<file path="src/rtl/packet_tx_pkg.sv">
// Shared definitions for the packet transmitter: state encoding, CRC-8 constants,
// header field layout and the CRC-8 byte update. CRC support is enabled by PACKET_TX_CRC_EN.
package packet_tx_pkg;

    typedef enum logic [2:0] {
        ST_IDLE    = 3'd0,
        ST_HEADER  = 3'd1,
        ST_PAYLOAD = 3'd2,
`ifdef PACKET_TX_CRC_EN
        ST_CRC     = 3'd3,
`endif
        ST_DONE    = 3'd4
    } state_t;

    localparam logic [7:0] CRC8_POLY = 8'h07;
    localparam logic [7:0] CRC8_INIT = 8'h00;

    // Header byte: address in bits [1:0], length fills bits [7:2]
    localparam int HDR_ADDR_LSB = 0;
    localparam int HDR_ADDR_W   = 2;
    localparam int HDR_LEN_LSB  = 2;

    function automatic logic [7:0] crc8_byte(input logic [7:0] crc, input logic [7:0] data);
        logic [7:0] c;
        c = crc ^ data;
        for (int i = 0; i < 8; i++) begin
            c = c[7] ? ((c << 1) ^ CRC8_POLY) : (c << 1);
        end
        return c;
    endfunction

endpackage

</file>
<file path="src/rtl/packet_tx_crc8_calc.sv">
// Combinational CRC-8 (poly 0x07) single-byte update; only built when PACKET_TX_CRC_EN is defined.
`ifdef PACKET_TX_CRC_EN
module crc8_calc
    import packet_tx_pkg::*;
(
    input  logic [7:0] crc,
    input  logic [7:0] data,
    output logic [7:0] crc_next
);

    // Next CRC after folding in one byte
    always_comb begin
        crc_next = crc8_byte(crc, data);
    end

endmodule
`endif

</file>
<file path="src/rtl/packet_tx.sv">
// Packet transmitter: header, payload through a one-byte holding register, optional
// CRC-8 trailer (PACKET_TX_CRC_EN) towards a req/ack router input.
module packet_tx
    import packet_tx_pkg::*;
#(
    parameter int DATA_WIDTH = 8,
    parameter int DATA_SIZE  = 6
)
(
    input  logic                  clk,
    input  logic                  rst_n,
    input  logic                  pkt_start,
    input  logic [1:0]            pkt_addr,
    input  logic [DATA_SIZE-1:0]  pkt_len,
    input  logic [DATA_WIDTH-1:0] pay_data,
    input  logic                  pay_valid,
    output logic                  pay_ready,
    output logic [DATA_WIDTH-1:0] data_in,
    output logic                  data_in_req,
    input  logic                  data_in_ack,
    output logic                  busy,
    output logic                  pkt_done,
    output logic                  pkt_err
);

    state_t                state_r;
    logic [DATA_WIDTH-1:0] data_r;
    logic [DATA_WIDTH-1:0] hold_data_r;
    logic                  hold_full_r;
    logic                  req_r;
    logic                  busy_r;
    logic                  done_r;
    logic                  err_r;
    logic [DATA_SIZE-1:0]  cnt_r;

    logic [DATA_WIDTH-1:0] hdr_s;
    logic [DATA_WIDTH-1:0] data_s;
    logic                  req_s;
    logic                  ready_s;
    logic                  xfer_s;
    logic                  take_s;
    logic                  last_s;
    logic                  hold_full_next_s;

`ifdef PACKET_TX_CRC_EN
    logic [7:0] crc_r;
    logic [7:0] crc_next_s;

    crc8_calc u_crc8_calc (
        .crc      (crc_r),
        .data     (data_s[7:0]),
        .crc_next (crc_next_s)
    );
`endif

    // Header byte assembled from the request fields
    always_comb begin
        hdr_s = '0;
        hdr_s[HDR_ADDR_LSB +: HDR_ADDR_W] = pkt_addr;
        hdr_s[HDR_LEN_LSB +: DATA_SIZE]   = pkt_len;
    end

    // Output selection and handshakes; an empty holding register passes the source byte straight through
    always_comb begin
        req_s   = req_r;
        data_s  = data_r;
        ready_s = 1'b0;
        if (state_r == ST_PAYLOAD) begin
            if (hold_full_r) begin
                req_s   = 1'b1;
                data_s  = hold_data_r;
                ready_s = data_in_ack && (cnt_r > DATA_SIZE'(1));
            end else begin
                req_s   = pay_valid && (cnt_r != '0);
                data_s  = pay_data;
                ready_s = (cnt_r != '0);
            end
        end else begin
            req_s   = req_r;
            data_s  = data_r;
            ready_s = 1'b0;
        end
        xfer_s = req_s && data_in_ack;
        take_s = pay_valid && ready_s;
        last_s = xfer_s && (cnt_r == DATA_SIZE'(1));
        if (hold_full_r) begin
            hold_full_next_s = xfer_s ? take_s : 1'b1;
        end else begin
            hold_full_next_s = take_s && !xfer_s;
        end
    end

    assign data_in     = data_s;
    assign data_in_req = req_s;
    assign pay_ready   = ready_s;
    assign busy        = busy_r;
    assign pkt_done    = done_r;
    assign pkt_err     = err_r;

    // Packet sequencing FSM; cnt_r counts payload bytes still to be sent
    always_ff @(posedge clk or negedge rst_n) begin
        if (!rst_n) begin
            state_r     <= ST_IDLE;
            data_r      <= '0;
            hold_data_r <= '0;
            hold_full_r <= 1'b0;
            req_r       <= 1'b0;
            busy_r      <= 1'b0;
            done_r      <= 1'b0;
            err_r       <= 1'b0;
            cnt_r       <= '0;
`ifdef PACKET_TX_CRC_EN
            crc_r       <= CRC8_INIT;
`endif
        end else begin
            done_r <= 1'b0;
            err_r  <= 1'b0;
            case (state_r)
                ST_IDLE: begin
                    if (pkt_start) begin
                        if (pkt_len == '0) begin
                            err_r <= 1'b1;
                        end else begin
                            state_r     <= ST_HEADER;
                            data_r      <= hdr_s;
                            req_r       <= 1'b1;
                            busy_r      <= 1'b1;
                            cnt_r       <= pkt_len;
                            hold_full_r <= 1'b0;
`ifdef PACKET_TX_CRC_EN
                            crc_r       <= CRC8_INIT;
`endif
                        end
                    end
                end
                ST_HEADER: begin
                    if (xfer_s) begin
                        state_r <= ST_PAYLOAD;
                        req_r   <= 1'b0;
`ifdef PACKET_TX_CRC_EN
                        crc_r   <= crc_next_s;
`endif
                    end
                end
                ST_PAYLOAD: begin
                    hold_full_r <= hold_full_next_s;
                    if (take_s) begin
                        hold_data_r <= pay_data;
                    end
                    if (xfer_s) begin
                        cnt_r <= cnt_r - DATA_SIZE'(1);
`ifdef PACKET_TX_CRC_EN
                        crc_r <= crc_next_s;
`endif
                    end
                    if (last_s) begin
                        hold_full_r <= 1'b0;
`ifdef PACKET_TX_CRC_EN
                        state_r <= ST_CRC;
                        data_r  <= DATA_WIDTH'(crc_next_s);
                        req_r   <= 1'b1;
`else
                        state_r <= ST_DONE;
                        busy_r  <= 1'b0;
                        done_r  <= 1'b1;
`endif
                    end
                end
`ifdef PACKET_TX_CRC_EN
                ST_CRC: begin
                    if (xfer_s) begin
                        state_r <= ST_DONE;
                        req_r   <= 1'b0;
                        busy_r  <= 1'b0;
                        done_r  <= 1'b1;
                    end
                end
`endif
                ST_DONE: begin
                    state_r <= ST_IDLE;
                end
                default: begin
                    state_r <= ST_IDLE;
                    req_r   <= 1'b0;
                    busy_r  <= 1'b0;
                end
            endcase
        end
    end

endmodule

</file>
<file path="config.mk">
export PLATFORM = sky130hd
export DESIGN_NAME = packet_tx
export DESIGN_NICKNAME = d
export VERILOG_FILES = /design/src/rtl/packet_tx_pkg.sv /design/src/rtl/packet_tx_crc8_calc.sv /design/src/rtl/packet_tx.sv
export SDC_FILE = /design/constraint.sdc
export NUM_CORES = 1
export LEC_CHECK = 0
export ABC_AREA = 1
export ABC_CLOCK_PERIOD_IN_PS = 3400
export CAP_MARGIN = 20
export CELL_PAD_IN_SITES_DETAIL_PLACEMENT = 1
export CELL_PAD_IN_SITES_GLOBAL_PLACEMENT = 1
export CORE_ASPECT_RATIO = 0.6
export CORE_MARGIN = 1.5
export CORE_UTILIZATION = 40
export DETAILED_ROUTE_END_ITERATION = 10
export GPL_TIMING_DRIVEN = 0
export PLACE_DENSITY = 0.82
export SKIP_LAST_GASP = 1
export SLEW_MARGIN = 20
export SYNTH_ARGS = -nofsm -noshare
export SYNTH_HDL_FRONTEND = slang
export SYNTH_HIERARCHICAL = 1
export SYNTH_SLANG_ARGS = --single-unit
export TNS_END_PERCENT = 10
</file>
<file path="constraint.sdc">
create_clock -name clk -period 3.4 [get_ports clk]
set_input_delay 1.02 -clock clk [delete_from_list [all_inputs] [get_ports clk]]
set_output_delay 1.02 -clock clk [all_outputs]
set_load 0.005 [all_outputs]
</file>
# Yosys cells after proc, flatten, opt, wreduce, memory -nomap -nowiden
# Cells that the tools add are included.
# op_classes
n_addsub	1
order_cmp	1
n_eq_ne	9
mux	32
bitwise	3
n_reduce_logical	20
# ops
op	n
two-way mux 1 bit	18
two-way mux 6 bit	3
two-way mux 8 bit	2
AND reduction 4 bit	4
two-way mux 3 bit	4
case mux 6 bit (2 select lines)	1
!= test 2 bit (second input constant)	5
case mux 3 bit (3 select lines)	1
== test 6 x 1 -> 1 bit (second input constant)	1
greater-than comparator 6 x 1 -> 1 bit (second input constant)	1
logical AND 1 bit	6
zero test 6 bit	1
case mux 1 bit (3 select lines)	2
AND reduction 3 bit	2
nonzero test 6 bit	1
subtractor 6 x 1 -> 6 bit (second input constant)	1
OR reduction 2 bit	2
== test 3 x 1 -> 1 bit (second input constant)	1
== test 3 x 2 -> 1 bit (second input constant)	1
== test 3 bit (second input constant)	1
zero test 3 bit	1
inverter 1 bit	3
case mux 1 bit (2 select lines)	1
AND reduction 2 bit	1
2 further kinds	2
# word_totals
register_bits	30
inputBits	21
out_inout_bits	13
word_cells	75

# Logic depth before layout (Yosys ltp)
# depth
word_depth	10
depth_mapped	10

# Worst setup path after synthesis
# OpenSTA, ideal clock, no wires.
# synth_timing
path_kind	input -> output
start	input port pay_valid
end	output port data_in_req
t_arrival_ns	1.300
required_time_ns	2.380
path_slack_ns	1.080
path_stages	2
path_buffers	0
path_cell_list	nand2_1 a21boi_0
# synth_via
elab_chain_len	3
# synth_lines
item	line_no	source
start: declaration	packet_tx.sv:16	input logic pay_valid,
logical AND 1 bit	packet_tx.sv:74	req_s = pay_valid && (cnt_r != '0);
two-way mux 1 bit	packet_tx.sv:69	if (hold_full_r) begin
two-way mux 1 bit	packet_tx.sv:68	if (state_r == ST_PAYLOAD) begin
end: declaration	packet_tx.sv:19	output logic data_in_req,
# Every way passes these cells.

# Worst setup path in the final report
# Same ends and word-level chain as after synthesis.

==> out/summary.txt <==
Hold Vio Cnt, Final - 0
Fmax - 0.297 GHz
Cell variety after synth - 31
Area Overhead vs Synth - 28.5%
Fill cells - 462
Hold path start - busy
Async S/R FF share, synth - 100%
Syn avg cell area - 8.22 um2
R2R Path Start - cnt_r[0]
Nets - 264
DRT Wirelength - 4440 um
Worst setup SP type - primary input
Worst hold endpoint - busy
Peak supply drop - 313 uV
Slew margin rel. - 53.3%
P per Cell Area - 855 mW/mm2
Final Critical Period - 3360 ps
Final ANT Viol Nets - 0
Max Slew Vio Count - 0
Setup total negative slack - 0 ps
Crit path from - pay_valid
Initial Util - 43.4%
Setup repair after global routing missed its margin - true
Commonest non-fill, non-tap cell in the layout - nand2_1
Post-Syn Area - 0.00165 mm2
Clock sinks - 30
WL per Instance - 15.4 um
Antenna violations before repair - 0
CTS root buf - clkbuf_8
Footprint of the multi-input gates - 752 um2
Layout cells sized above 1 - 12.0%
Remaining global-route overflow - 0
Synth Instances - 201
RR Endpoint - hold_data_r[4]
Total CTS buffers - 5
Post-CTS Setup Inserts - 0
# rows - 17
Remaining DRCs - 0
Vias in the first global route - 1579
Most frequent cells in the layout - 50 x nand2_1, 32 x clkdlybuf4s50_1, 30 x dfrtp_1
Via count - 1467
Boundary pin count - 34
Synth Register Bits - 30
Cell count of the worst hold path - 2
Drt first pass iters - 4
CTS tree - yes
Worst setup EP type - output pin
Synth warn - 6
Final worst path period share - 98.9%
Setup WS post-layout - 37.6 ps
Worst path required time - 2380 ps
Crit path DAT - 2340 ps
CTS hold repair buffers - 0
Maximum number of pins on one net before global-route repair - 31
CP Max Fanout - 3
Post-synth EDFFs - 0
Post-synthesis sequential area ratio - 45.4%
Slew of the pin with the lowest slew margin - 700 ps
Clock-pin transition on the worst setup and hold timing paths - 60 ps
Latest clock arrival within the worst-skew pair - 280 ps
Port buffer count - 33
Post-synth net total - 225
Hold_ws - 466 ps
Die area - 0.00454 mm2
Final setup viols - 0
Antenna Cells - 0
Chip width - 86.0 um
Sequential Area - 751 um2
Routability cong. - 0.752
H-tree depth - 2
LEAKAGE - 1.04 nW
Worst hold path class - flop to flop
Post-DP HPWL - 3370 um
Global-route wire length before repair - 7710 um
1st-iter DRT viols - 31
Clock tree buffer depth - 2
Place WS - -43.9 ps
Via/cell ratio - 5.09
Final clock skew - 6.07 ps
GRT Resource Usage Total - 23.2%
Critical path class - primary input to output pin
Max-Cap Viols - 0
Status - complete, no violations
Reg2reg setup slack - 1630 ps
Worst reg-to-reg path cell count - 9
Die H - 52.8 um
Ys flop type - dfrtp_1
Core ar. - 0.00381 mm2
layer usage:
metal / GRT usage, % / share of wire [%]
met1: 30.8 / 51
met2: 38.5 / 45
met3: 6.30 / 3.8
met4: 4.84 / 0.32
met5: 0 / 0
cell families (layout without fill, tap and decap cells):
kind of cell,Yosys count,after routing,share of synthesized area [%]
compound gates,42,42,14.1
xor+xnor,2,2,1.06
buf+inv,32,72,9.08
fa+ha+maj,3,3,2.27
simple gates,86,86,23.3
flops,30,30,45.4
mux,6,6,4.77
worst max-delay path: stages:
cell and delay [ps]:
clkdlybuf4s50_1 530, nand2_1 130, a21boi_1 150, clkdlybuf4s50_1 520
report_power, final:
| part | leakage (nW) | switching, mW | total (mW) | internal, mW |
|---|---|---|---|---|
| clock network | 0.0482 | 0.132 | 0.295 | 0.163 |
| logic | 0.620 | 0.469 | 0.911 | 0.442 |
| registers | 0.376 | 0.104 | 0.611 | 0.507 |
worst max-delay path by stage:
stage | endpoint | cells past startpoint
after detailed placement | data_in_req | 4
after global placement | data_in_req | 4
final | data_in_req | 4
after CTS | data_in_req | 4
after floorplan | data_in_req | 2
after global routing | data_in_req | 4
layout make-up:
type | instances | area share, %
Buffer | 5 | 2.30
Clock buffer | 7 | 4.06
Clock inverter | 1 | 0.236
Inverter | 26 | 4.59
Multi-Input combinational cell | 139 | 35.4
Sequential cell | 30 | 35.3
Tap cell | 47 | 2.77
Timing Repair Buffer | 33 | 15.3
registers in the layout (all words and copies together) (netlist names):
signal,cells
busy,1
cnt_r,6
data_r,8
hold_data_r,8
hold_full_r,1
pkt_done,1
pkt_err,1
req_r,1
state_r,3
synthesized netlist by cell type, types with 2 or more instances:
master | count | area [um2]
ha_1 | 3 | 37.5
mux2_4 | 3 | 45.0
nand3_1 | 9 | 45.0
buf_6 | 4 | 45.0
dfrtp_1 | 30 | 751
o21ai_0 | 19 | 95.1
mux2_2 | 3 | 33.8
nand4_1 | 2 | 12.5
o21ai_1 | 3 | 15.0
nand2_1 | 50 | 188
a21oi_1 | 10 | 50.1
inv_1 | 25 | 93.8
nor2_1 | 14 | 52.6
nand2_2 | 3 | 18.8
o22ai_1 | 6 | 37.5
clkbuf_1 | 2 | 7.51
repair_timing:
item,4_1_cts,5_1_grt
setup endpoints to repair,1,8
pin swaps,0,0
gates resized for setup,1,0
endpoints found under the hold margin,0,0
per-stage QoR:
stage / cells / util [%] / total power [mW] / area [um2]
floorplan: 201 / - / 1.16 / 1650
global placement: 281 / 53.6 / 1.49 / 2040
detailed placement: 281 / 53.5 / 1.53 / 2040
CTS: 289 / 55.9 / 1.84 / 2130
global route: 288 / 55.8 / 1.99 / 2120
finish: 288 / 55.8 / 1.82 / 2120
No activity file was read; power rests on OpenSTA's default activity.
